==> src/rtl/gpu_fill_pkg.sv <==
// Shared types and defaults for the polygon fill sequencer.
package gpu_fill_pkg;

  typedef enum logic [2:0] {
    IDLE = 3'd0,
    MATH = 3'd1,
    REQ  = 3'd2,
    READ = 3'd3,
    WAIT = 3'd4,
    FILL = 3'd5,
    GAP  = 3'd6,
    DONE = 3'd7
  } fill_seq_state_t;

  localparam int FILL_ROWS   = 64;
  localparam int FILL_RD_LAT = 2;

endpackage

==> src/rtl/fill_sequencer.sv <==
// Steps the fill engine through one command: min-corner math, then per row
// SRAM arbitration, read, read-latency wait and fill/write-back.
module fill_sequencer
  import gpu_fill_pkg::*;
#(
  parameter int ROWS   = FILL_ROWS,
  parameter int RD_LAT = FILL_RD_LAT,
  parameter int ROW_W  = $clog2(ROWS)
) (
  input  logic             clk,
  input  logic             n_rst,
  input  logic             cmd_valid,
  output logic             cmd_ready,
  input  logic             cmd_layer,
  input  logic             abort,
  output logic             layer_num,
  output logic             math_start,
  input  logic             math_done,
  output logic             row_start,
  output logic             fill_start,
  input  logic             fill_done,
  output logic             sram_req,
  input  logic             sram_gnt,
  output logic [ROW_W-1:0] row_idx,
  output logic             busy,
  output logic             done
);

  localparam logic [ROW_W-1:0] LAST_ROW = ROW_W'(ROWS - 1);
  localparam logic [ROW_W-1:0] ROW_ONE  = ROW_W'(1);
  localparam logic [3:0]       LAT_LOAD = 4'(RD_LAT - 1);

  fill_seq_state_t  state_r;
  fill_seq_state_t  state_nxt_s;
  logic [ROW_W-1:0] row_idx_r;
  logic [ROW_W-1:0] row_idx_nxt_s;
  logic [3:0]       lat_cnt_r;
  logic [3:0]       lat_cnt_nxt_s;
  logic             layer_r;
  logic             layer_nxt_s;
  logic             cmd_ready_r;
  logic             busy_r;
  logic             math_start_r;
  logic             row_start_r;
  logic             fill_start_r;
  logic             sram_req_r;
  logic             done_r;

  // Next-state, row counter and latency counter; abort overrides every transition.
  always_comb begin
    state_nxt_s   = state_r;
    row_idx_nxt_s = row_idx_r;
    lat_cnt_nxt_s = lat_cnt_r;
    layer_nxt_s   = layer_r;
    if (abort) begin
      state_nxt_s   = IDLE;
      row_idx_nxt_s = '0;
      lat_cnt_nxt_s = 4'd0;
    end else begin
      case (state_r)
        IDLE: begin
          if (cmd_valid) begin
            layer_nxt_s   = cmd_layer;
            row_idx_nxt_s = '0;
            state_nxt_s   = MATH;
          end else begin
            state_nxt_s = IDLE;
          end
        end
        MATH: begin
          if (math_done) state_nxt_s = REQ;
          else           state_nxt_s = MATH;
        end
        REQ: begin
          if (sram_gnt) state_nxt_s = READ;
          else          state_nxt_s = REQ;
        end
        READ: begin
          lat_cnt_nxt_s = LAT_LOAD;
          // a single-cycle read latency needs no WAIT cycle at all
          if (LAT_LOAD == 4'd0) state_nxt_s = FILL;
          else                  state_nxt_s = WAIT;
        end
        WAIT: begin
          lat_cnt_nxt_s = lat_cnt_r - 4'd1;
          if (lat_cnt_r <= 4'd1) state_nxt_s = FILL;
          else                   state_nxt_s = WAIT;
        end
        FILL: begin
          if (fill_done) begin
            if (row_idx_r == LAST_ROW) begin
              state_nxt_s = DONE;
            end else begin
              row_idx_nxt_s = row_idx_r + ROW_ONE;
              state_nxt_s   = GAP;
            end
          end else begin
            state_nxt_s = FILL;
          end
        end
        GAP:     state_nxt_s = REQ;
        DONE:    state_nxt_s = IDLE;
        default: state_nxt_s = IDLE;
      endcase
    end
  end

  // State, counters and outputs, all registered from the next-state decode.
  always_ff @(posedge clk) begin
    if (!n_rst) begin
      state_r      <= IDLE;
      row_idx_r    <= '0;
      lat_cnt_r    <= 4'd0;
      layer_r      <= 1'b0;
      cmd_ready_r  <= 1'b1;
      busy_r       <= 1'b0;
      math_start_r <= 1'b0;
      row_start_r  <= 1'b0;
      fill_start_r <= 1'b0;
      sram_req_r   <= 1'b0;
      done_r       <= 1'b0;
    end else begin
      state_r      <= state_nxt_s;
      row_idx_r    <= row_idx_nxt_s;
      lat_cnt_r    <= lat_cnt_nxt_s;
      layer_r      <= layer_nxt_s;
      cmd_ready_r  <= (state_nxt_s == IDLE);
      busy_r       <= (state_nxt_s != IDLE);
      math_start_r <= (state_nxt_s == MATH);
      row_start_r  <= (state_nxt_s == READ);
      fill_start_r <= (state_nxt_s == FILL);
      sram_req_r   <= (state_nxt_s == REQ)  || (state_nxt_s == READ) ||
                      (state_nxt_s == WAIT) || (state_nxt_s == FILL);
      done_r       <= (state_nxt_s == DONE);
    end
  end

  assign cmd_ready  = cmd_ready_r;
  assign busy       = busy_r;
  assign math_start = math_start_r;
  assign row_start  = row_start_r;
  assign fill_start = fill_start_r;
  assign sram_req   = sram_req_r;
  assign done       = done_r;
  assign row_idx    = row_idx_r;
  assign layer_num  = layer_r;

endmodule

==> config.mk <==
export PLATFORM = sky130hd
export DESIGN_NAME = fill_sequencer
export DESIGN_NICKNAME = d
export VERILOG_FILES = /design/src/rtl/gpu_fill_pkg.sv /design/src/rtl/fill_sequencer.sv
export SDC_FILE = /design/constraint.sdc
export NUM_CORES = 1
export LEC_CHECK = 0
export ABC_AREA = 0
export CAP_MARGIN = 20
export CORE_MARGIN = 1.5
export CORE_UTILIZATION = 45
export DETAILED_ROUTE_END_ITERATION = 8
export PLACE_DENSITY = 0.79
export SLEW_MARGIN = 10
export SYNTH_ARGS = -nofsm -noshare
export SYNTH_HDL_FRONTEND = slang
export SYNTH_SLANG_ARGS = --single-unit
==> constraint.sdc <==
create_clock -name clk -period 3.8 [get_ports clk]
set_input_delay 0.76 -clock clk [delete_from_list [all_inputs] [get_ports clk]]
set_output_delay 0.76 -clock clk [all_outputs]
set_load 0.01 [all_outputs]
# ---- Word-level counts from Yosys, hierarchy flattened
# Index checks and enable logic that the tools add are counted.
# Widths: inputs -> output; s select.
dict set report word_totals {
  in_bits 8
  wordCells 57
  out_inout_bits 14
  register_bits 21
}
dict set report op_classes {
  order_cmp 1
  n_reduce_logical 11
  bitwise_logic 2
  addsub 2
  n_eq_ne 17
  n_mux 13
}
# cell n
set ops {}
lappend ops {{$pmux 3 s8} 1}
lappend ops {{$eq 3x3->1 const B} 7}
lappend ops {{$mux 6} 3}
lappend ops {{$eq 3x2->1 const B} 4}
lappend ops {{$pmux 6 s2} 1}
lappend ops {{$pmux 4 s2} 1}
lappend ops {{$add 6x1->6 const B} 1}
lappend ops {{$eq 3x1->1 const B} 2}
lappend ops {{$eq 6x6->1 const B} 1}
lappend ops {{$logic_not 3->1} 2}
lappend ops {{$mux 3} 2}
lappend ops {{$ne 2x2->1 const B} 3}
lappend ops {{$le 4x1->1 const B} 1}
lappend ops {{$mux 1} 4}
lappend ops {{$reduce_and 4->1} 1}
lappend ops {{$reduce_bool 2->1} 2}
lappend ops {{$sub 4x1->4 const B} 1}
lappend ops {{$logic_or 1x1->1} 3}
lappend ops {{$reduce_and 3->1} 1}
lappend ops {{$reduce_bool 3->1} 1}
lappend ops {{$mux 2} 1}
lappend ops {{$not 1->1} 2}
lappend ops {{$reduce_or 2->1} 1}

# ---- Longest topological paths before layout
# Gate-level depths: netlist of run 1.
dict set report depth {
  depth_word 9
  depth_mapped 6
  depth_no_buf 6
}

# ---- Worst setup path before layout of run 1
# Ideal clock, no wire load.
dict set report synth_path {
  path_type {input port to flip-flop}
  from {input cmd_valid}
  to {register done_r, in the netlist done}
  n_path_buf 1
  slack_ps 2075
  stages 5
  t_arrival_ps 1639
  setup_ps 87
  cell_sequence {or4b_1 > buf_2 > nor2_4 > inv_1 > a211oi_1}
}
dict set report synth_via {
  elab_chain_len 4
}
# item line
set synth_rtl {}
lappend synth_rtl {{start: declaration} fill_sequencer.sv:12} ;# input logic cmd_valid,
lappend synth_rtl {{$mux 1} fill_sequencer.sv:62} ;# if (cmd_valid) begin
lappend synth_rtl {{$pmux 3 s8} fill_sequencer.sv:60} ;# case (state_r)
lappend synth_rtl {{$mux 3} fill_sequencer.sv:55} ;# if (abort) begin
lappend synth_rtl {{$eq 3x3->1} fill_sequencer.sv:134} ;# done_r <= (state_nxt_s == DONE);
lappend synth_rtl {{end signal: assignment} fill_sequencer.sv:134}
lappend synth_rtl {{end: declaration} fill_sequencer.sv:47} ;# logic done_r;
# Every way passes these cells.
# A chain may end at the register's enable or synchronous reset.

# ---- Final worst setup path of run 1
dict set report layout_path {
  from {input fill_done}
  to {register row_idx_r[0], in the netlist row_idx[0]}
}
dict set report layout_via {
  elab_chain_len 2
}
# item line
set layout_rtl {}
lappend layout_rtl {{start: declaration} fill_sequencer.sv:21} ;# input logic fill_done,
lappend layout_rtl {{$ne 2x2->1 (no line)} n/a}
lappend layout_rtl {{$reduce_and 4->1 (no line)} n/a}
lappend layout_rtl {{end signal: assignment} fill_sequencer.sv:124} ;# row_idx_r <= row_idx_nxt_s;
lappend layout_rtl {{end: declaration} fill_sequencer.sv:35} ;# logic [ROW_W-1:0] row_idx_r;
# Every way passes these cells.

==> metrics, run 1 <==
outcome finished, final reports clean; initial antenna violation count 0; Die Width 52.10 um; worst rel slew slack 64.73%; post-detail-place hpwl 1590 um; Worst-Margin Slew 0.5283 ns; post-layout minimum cycle time 2.136 ns; Hold Crit Start layer_num; Seq/Total Area, Yosys 38.75%; share of cells above drive strength 1 8.392%; Max Freq 0.4681 GHz; CP arrival 2.39 ns; Tot GR Track Use 18.00%; Ant. Diodes 0; Area after DPL 1292 um^2; Antenna Nets Post-Route 0; worst IR drop on VDD 178.0 uV; clk sink count 21; crit share post-route 56.22%; gr ovfl total 0; Placer Congestion 0.8473; Warnings, synthesis 0; Synth cell types 39; H-tree depth 1; Synth area leader dfxtp_1; DR WL/cell 12.63 um; share of the synthesized area in the top cell type 38.75%; RSZ-0062 raised after global routing no; worst skew pair latency 0.31 ns; IO buf count 21; Syn Area/Cell 8.678 um^2; Max Slew Vio Count 0; site row count 17; PostCTS Resize Cnt 0; Post-Syn Area 1085 um^2; post-synthesis register bit count 21; CTS Buf Count 3; Root Driver clkbuf_4; MaxCap Viol Count 0; fin nets 155; vias in the first global route 848; # setup viols final 0; Detailed Route Iter0 Violations 12; Tightest Hold Check Type reg2reg; Cells after Synth 125; Area growth syn-to-layout 21.68%; Initial Utilization 48.11%; Design Power 0.3573 mW; Fin. Hold Viols 0; leakage power 0.4414 nW; CTS tree done; Die Area 2714 um^2; Vias/cell 5.556; Setup CP Type in2reg; Final Cell Area 1320 um^2; CP startpoint fill_done; routed vias 950; Setup Skew 0.01527 ns; # hold bufs at CTS 0; first-pass GRT wire length 3677 um; Setup TNS 0 ns; Top-Level Pins 22; Core Region 2255 um^2; first drt pass iteration count 4; Worst-path clk slew 0.12 ns; r2r startpoint state_r[2]; largest net degree at the start of global routing 19; Pwr Density 270.7 nW/um^2; Crit. End Element register; Layout fillers 228; Setup Fix Bufs, Post-CTS 0; syn nets 136; DRC errors left 0; Max Fanout on Critical Path 7; synth top area cells dfxtp_1 (39%), nor2_1 (5.2%), a21oi_1 (5.1%), a211oi_1 (4.2%), ha_1 (3.5%); crit start category primary input; routed wire length 2160 um; Max Buffers Root-to-Sink 2; required time worst endpoint 4.05 ns; die height 52.10 um
[layer usage]
metal | up-vias | GRT usage [%] | wire length (um)
li1 | 489 | - | -
met1 | 432 | 24.55 | 1033
met2 | 25 | 28.06 | 990
met3 | 4 | 3.161 | 110
met4 | 0 | 7.018 | 25
met5 | - | 0 | 0
[flip-flops by register name, indices dropped and copies added (netlist names)]
| register | count |
|---|---|
| row_idx | 6 |
| busy | 1 |
| lat_cnt_r | 4 |
| done | 1 |
| layer_num | 1 |
| math_start | 1 |
| cmd_ready | 1 |
| state_r | 3 |
| fill_start | 1 |
| row_start | 1 |
| sram_req | 1 |
[logic make-up after synthesis]
kind of cell,after synthesis,synth area share (%)
AOI/OAI and AO/OA,36,22.15
muxes,3,3.114
DFF,21,38.75
buffers and inverters,12,5.190
and+or+nand+nor,47,24.91
adders and majority gates,3,3.461
xor gates and xnor gates,3,2.423
[stage by stage]
step | utilization [%] | cells | worst slack, ns | hold WS [ns]
4_1_cts | 58.55 | 171 | 1.677 | 0.5152
3_5_place_dp | 57.33 | 167 | 1.390 | 0.4996
6_report | 58.55 | 171 | 1.664 | 0.5067
5_1_grt | 58.55 | 171 | 1.569 | 0.5490
2_1_floorplan | - | 125 | 2.075 | 0.5019
3_3_place_gp | 57.33 | 167 | 1.452 | 0.4643
[layout by cell type, fill, tap and decap left out, drive strengths merged, types with 2 or more instances in the layout]
| cell | count |
|---|---|
| a211oi | 6 |
| a21boi | 2 |
| a21oi | 11 |
| a31oi | 2 |
| and3 | 2 |
| clkbuf | 3 |
| clkdlybuf4s50 | 21 |
| dfxtp | 21 |
| ha | 3 |
| inv | 5 |
| mux2 | 3 |
| nand2 | 6 |
| nand2b | 3 |
| nand3 | 4 |
| nor2 | 16 |
| nor2b | 3 |
| nor3 | 4 |
| nor4 | 2 |
| o21ai | 6 |
| or4b | 2 |
| xnor2 | 3 |
[cell usage after synthesis (all sizes together)]
cell and number:
a21o 1, nand3 4, nand2 6, and3 2
a21bo 1, o31ai 1, o21ai 6, or4 1
clkbuf 3, inv 5, xnor2 3, nor2 16
nand4b 1, nand2b 3, nor4 2, a211o 1
o211ai 1, a21oi 11, nand3b 1, dfxtp 21
buf 4, o311ai 1, o41ai 1, o2bb2ai 1
and4 1, a32o 1, nor3 4, a31oi 2
and4b 1, ha 3, a211oi 6, nor2b 3
or4b 2, a21boi 2, mux2 3
[power by group]
group / internal [mW] / total (mW) / switching (mW)
Combinational: 0.0149 / 0.0287 / 0.0138
Sequential: 0.222 / 0.224 / 0.00198
Clock: 0.0392 / 0.104 / 0.0651
Total: 0.276 / 0.357 / 0.0809
[cell type report]
class,instances,area [um^2],share of cell area [%]
timing repair buffer,21,210.2,15.92
inverter,5,18.77,1.422
multi-input combinational,92,608.1,46.07
clock inverter,1,5.005,0.3791
sequential,21,420.4,31.85
tap,28,35.03,2.654
clock buffer,3,22.52,1.706
[critical path: stages]
cell	delay, ns
clkdlybuf4s50_1	0.55
nand4b_1	0.28
a21oi_1	0.36
mux2_2	0.37
nor2_1	0.07
[worst paths after layout]
kind,end,slack [ns],depth (start not counted)
hold / removal,layer_num,0.51,2
setup reg to reg,lat_cnt_r[3],1.87,4
hold reg to reg,layer_num,0.51,2
setup / recovery,row_idx[0],1.66,5
(Power assumes the default switching activity.)
==> run 2, diff against run 1 <==
--- a/config.mk
+++ b/config.mk
@@ -10,7 +10,7 @@
 export CORE_MARGIN = 1.5
 export CORE_UTILIZATION = 45
 export DETAILED_ROUTE_END_ITERATION = 8
-export PLACE_DENSITY = 0.79
+export PLACE_DENSITY = 0.82
 export SLEW_MARGIN = 10
 export SYNTH_ARGS = -nofsm -noshare
 export SYNTH_HDL_FRONTEND = slang
==> constraint.sdc (replaced) <==
create_clock -name clk -period 1.9 [get_ports clk]
set_input_delay 0.38 -clock clk [delete_from_list [all_inputs] [get_ports clk]]
set_output_delay 0.38 -clock clk [all_outputs]
set_load 0.01 [all_outputs]
==> run 2 against run 1 <==
  * Routed wire length grew 12%
  * Global-route usage grew 1.7 points
  * Sequential cell count is the same
  * Count of clock-buffer cells in the layout grew 1
  * Die area is the same
  * Clock power grew 110%
  * Final cell count grew 4.7%
  * Sequential power grew 100%
  * Non-clock buffer count grew 8
  * Utilization grew 2.6 points
  * Combinational power grew 120%
  * Critical endpoint is now busy
  * Largest cell class unchanged
  * Largest power group unchanged
==> metrics, run 2 (synthesized netlist as in run 1, its figures left out) <==
DR WL/cell 13.53 um; crit start category register; Max Freq 0.5725 GHz; first drt pass iteration count 4; post-detail-place hpwl 1869 um; Fin. Hold Viols 0; Root Driver clkbuf_4; first-pass GRT wire length 3960 um; fin nets 163; reg-to-reg slack, setup 0.15 ns; gr ovfl total 0; Detailed Route Iter0 Violations 12; Max Slew Vio Count 0; MaxCap Viol Count 0; clk sink count 21; CP arrival 1.95 ns; worst r2r dst busy; Layout fillers 211; Tightest Hold Check Type reg2reg; Vias/cell 5.676; hold slack final 0.4909 ns; Setup CP Type reg2reg; Area after DPL 1353 um^2; Tot GR Track Use 19.70%; die height 52.10 um; Initial Utilization 48.11%; outcome finished, final reports clean; routed vias 1016; Layout Utilization 61.15%; Ant. Diodes 0; Worst-Margin Slew 0.4459 ns; post-layout minimum cycle time 1.747 ns; commonest cells after routing, fill and taps aside dfxtp_1 (21), clkdlybuf4s50_1 (21), nor2_1 (15), a21oi_1 (11), buf_4 (8); Max Buffers Root-to-Sink 2; Final Cell Area 1379 um^2; Reg2Reg Depth 4; largest net degree at the start of global routing 16; # hold bufs at CTS 0; IO buf count 21; RSZ-0062 raised after global routing no; Core Region 2255 um^2; Antenna Nets Post-Route 0; leakage power 0.4770 nW; Area growth syn-to-layout 27.10%; crit share post-route 91.93%; Setup Fix Bufs, Post-CTS 0; CTS Buf Count 3; CTS tree done; max reg flops 6; Hold Crit Start layer_num; PostCTS Resize Cnt 0; worst skew pair latency 0.30 ns; # setup viols final 0; share of cells above drive strength 1 12.58%; Crit. End Element register; site row count 17; Placer Congestion 0.9033; Die Width 52.10 um; Max Fanout on Critical Path 13; DRC errors left 0; required time worst endpoint 2.11 ns; worst IR drop on VDD 338.8 uV; Die Area 2714 um^2; Worst-path clk slew 0.11 ns; vias in the first global route 923; Pwr Density 526.4 nW/um^2; Top-Level Pins 22; initial antenna violation count 0; routed wire length 2421 um; hold path depth 2; r2r startpoint state_r[0]; worst rel slew slack 70.24%; Setup Skew 0.0006726 ns; Hold Crit Endpoint layer_num; H-tree depth 1
## run 2: cell types whose count changed in the layout (fill, tap and decap cells not counted), sizes merged
cell,change
buf,+8
clkbuf,+1
clkinv,-1
## run 2: final cells by class
cell class	count	area [um^2]	share of cell area (%)
clock buffers	4	26.28	1.906
inverters	5	18.77	1.361
multi-input cells	92	608.1	44.10
flip-flops and latches	21	420.4	30.49
well taps	28	35.03	2.541
repair buffers	29	270.3	19.60
## run 2: how the worst max path moves through the flow
stage                     startpoint    endpoint  slack (ns)  cells after the start
final                     state_r[0]        busy        0.15                      4
after global routing      state_r[0]        busy        0.06                      4
after CTS                 row_idx[5]  row_idx[5]        0.17                      1
after detailed placement   cmd_valid        done       -0.08                      5
after global placement     cmd_valid  math_start        0.02                      5
after floorplan           row_idx[0]        busy        0.24                      6
## run 2: routing by layer
metal | share of wire [%] | vias to the layer above | global-route usage (%)
met2 | 50 | 25 | 33.97
met1 | 45 | 482 | 25.63
met4 | 1.0 | 0 | 5.263
li1 | - | 505 | -
met3 | 3.7 | 4 | 2.586
met5 | 0 | - | 0
## run 2: metrics by stage
| step | power, mW | setup slack, ns | TNS [ns] | instances |
|---|---|---|---|---|
| final | 0.7258 | 0.1533 | 0 | 179 |
| after global placement | 0.5193 | 0.01939 | 0 | 175 |
| after CTS | 0.7291 | 0.1659 | 0 | 179 |
| after global routing | 0.7519 | 0.05587 | 0 | 179 |
| after floorplan | 0.4858 | 0.2424 | 0 | 125 |
| after detailed placement | 0.5210 | -0.07836 | -0.1431 | 175 |
## run 2: power breakdown
group          leakage, nW  internal (mW)  switching (mW)  total, mW
clock network       0.0150         0.0817           0.133      0.215
logic                0.292         0.0331          0.0297     0.0628
registers            0.170          0.445         0.00365      0.448
## run 2: critical path, stage by stage (launching register included)
cell	delay, ns
dfxtp_1	0.60
nor2b_1	0.15
a32o_1	0.34
o311ai_1	0.31
a21bo_2	0.25
==> run 3, diff against run 2 <==
--- a/config.mk
+++ b/config.mk
@@ -11,6 +11,8 @@
 export CORE_UTILIZATION = 45
 export DETAILED_ROUTE_END_ITERATION = 8
 export PLACE_DENSITY = 0.82
+export REMOVE_ABC_BUFFERS = 1
+export SKIP_LAST_GASP = 1
 export SLEW_MARGIN = 10
 export SYNTH_ARGS = -nofsm -noshare
 export SYNTH_HDL_FRONTEND = slang
==> run 3 against run 2 <==
  * Sequential power is essentially flat
  * Routed wire length shrank 1.7%
  * Combinational power is essentially flat
  * Clock power grew 3%
  * Clock skew grew 0.0050 ns
  * Non-clock buffer count is the same
  * Fmax shrank 1.1%
  * Largest cell class unchanged
  * First-iteration DRC count grew to 2.6 times the previous value
  * Largest power group unchanged
==> metrics, run 3 (synthesized netlist as in run 1, its figures left out) <==
outcome finished, final reports clean; worst IR drop on VDD 419.3 uV; Design Power 0.7334 mW; RSZ-0062 raised after global routing no; Setup CP Type reg2reg; met3 WL post-DR 110 um; Tot GR Track Use 19.44%; Crit. End Element register; FF/Latch Area 420.4 um^2; Vias/cell 5.508; Detailed Route Iter0 Violations 31; MaxCap Viol Count 0; Worst-path clk slew 0.12 ns; Initial Utilization 48.11%; # hold bufs at CTS 0; Pwr Density 531.9 nW/um^2; post-layout minimum cycle time 1.766 ns; share of cells above drive strength 1 12.58%; Setup Skew 0.005636 ns; Top-Level Pins 22; CP arrival 2.00 ns; Max Fanout on Critical Path 7; Antenna Nets Post-Route 0; Die Width 52.10 um; Area growth syn-to-layout 27.10%; # setup viols final 0; DRC errors left 0; hold slack final 0.5090 ns; vias in the first global route 920; clk sink count 21; required time worst endpoint 2.13 ns; Critical Path, Cell by Cell buf_4 > or4b_1 > nor2_4 > inv_1 > a211oi_1; largest net degree at the start of global routing 16; Top Layer Used met4; crit share post-route 92.94%; initial antenna violation count 0; worst skew pair latency 0.31 ns; site row count 17; worst rel slew slack 70.72%; Layout fillers 212; Worst-Margin Slew 0.4391 ns; CP max stage delay 0.66 ns; Setup TNS 0 ns; Max Freq 0.5663 GHz; CTS Buf Count 3; commonest cells after routing, fill and taps aside dfxtp_1 (21), clkdlybuf4s50_1 (21), nor2_1 (15), a21oi_1 (11), buf_4 (8); Die Area 2714 um^2; routed wire length 2381 um; CTS tree done; post-detail-place hpwl 1798 um; Final Cell Area 1379 um^2; M1 WL 1078 um; IO buf count 21; gr ovfl total 0; Max Slew Vio Count 0; Fin. Hold Viols 0; met2 WL 1169 um; worst path bufs/invs 2; Setup Fix Bufs, Post-CTS 0; crit-path leading delay family simple AND/OR/NAND/NOR gates; max reg flops 6; DR WL/cell 13.30 um; Core Region 2255 um^2; first-pass GRT wire length 3905 um; Max Buffers Root-to-Sink 2; Tightest Hold Check Type reg2reg; die height 52.10 um; crit start category register; Area after DPL 1353 um^2; PostCTS Resize Cnt 0; Ant. Diodes 0; Layout Utilization 61.15%; H-tree depth 1; area of the multi-input gates 608.1 um^2; Placer Congestion 0.8684; fin nets 163; first drt pass iteration count 4; Slowest cell on crit path or4b_1; leakage power 0.4770 nW; Root Driver clkbuf_4; routed vias 986
-- run 3: where the power goes --
part	switching (mW)	internal [mW]
combinational	0.0297	0.0331
sequential	0.00355	0.445
clock	0.140	0.0821
-- run 3: area by class of cell --
class                           instances  share of cell area [%]
Clock buffer                            4                   1.906
Tap cell                               28                   2.541
Inverter                                5                   1.361
Multi-Input combinational cell         92                   44.10
Timing Repair Buffer                   29                   19.60
Sequential cell                        21                   30.49
-- run 3: stage by stage --
step / setup slack [ns] / cells
3_5_place_dp: -0.08396 / 175
5_1_grt: 0.04607 / 179
3_3_place_gp: 0.006720 / 175
4_1_cts: 0.1158 / 179
2_1_floorplan: 0.1947 / 118
6_report: 0.1341 / 179
-- run 3: metal layers --
| layer | vias to the layer above | track usage, % |
|---|---|---|
| met1 | 455 | 22.52 |
| met2 | 24 | 33.54 |
| met3 | 4 | 6.322 |
| met5 | - | 0 |
| met4 | 0 | 6.140 |
| li1 | 503 | - |
-- run 3: worst register-to-register path, cell delays in order, from the launching register on --
cell      delay (ns)
dfxtp_1         0.39
buf_4           0.18
or4b_1          0.67
nor2_4          0.17
inv_1           0.09
a211oi_1        0.20
-- run 3: worst paths after layout --
check / slack, ns / to / cells after the start / startpoint
setup / recovery: 0.13 / math_start / 5 / state_r[2]
hold / removal: 0.51 / layer_num / 2 / layer_num
setup reg to reg: 0.13 / math_start / 5 / state_r[2]
hold reg to reg: 0.51 / layer_num / 2 / layer_num
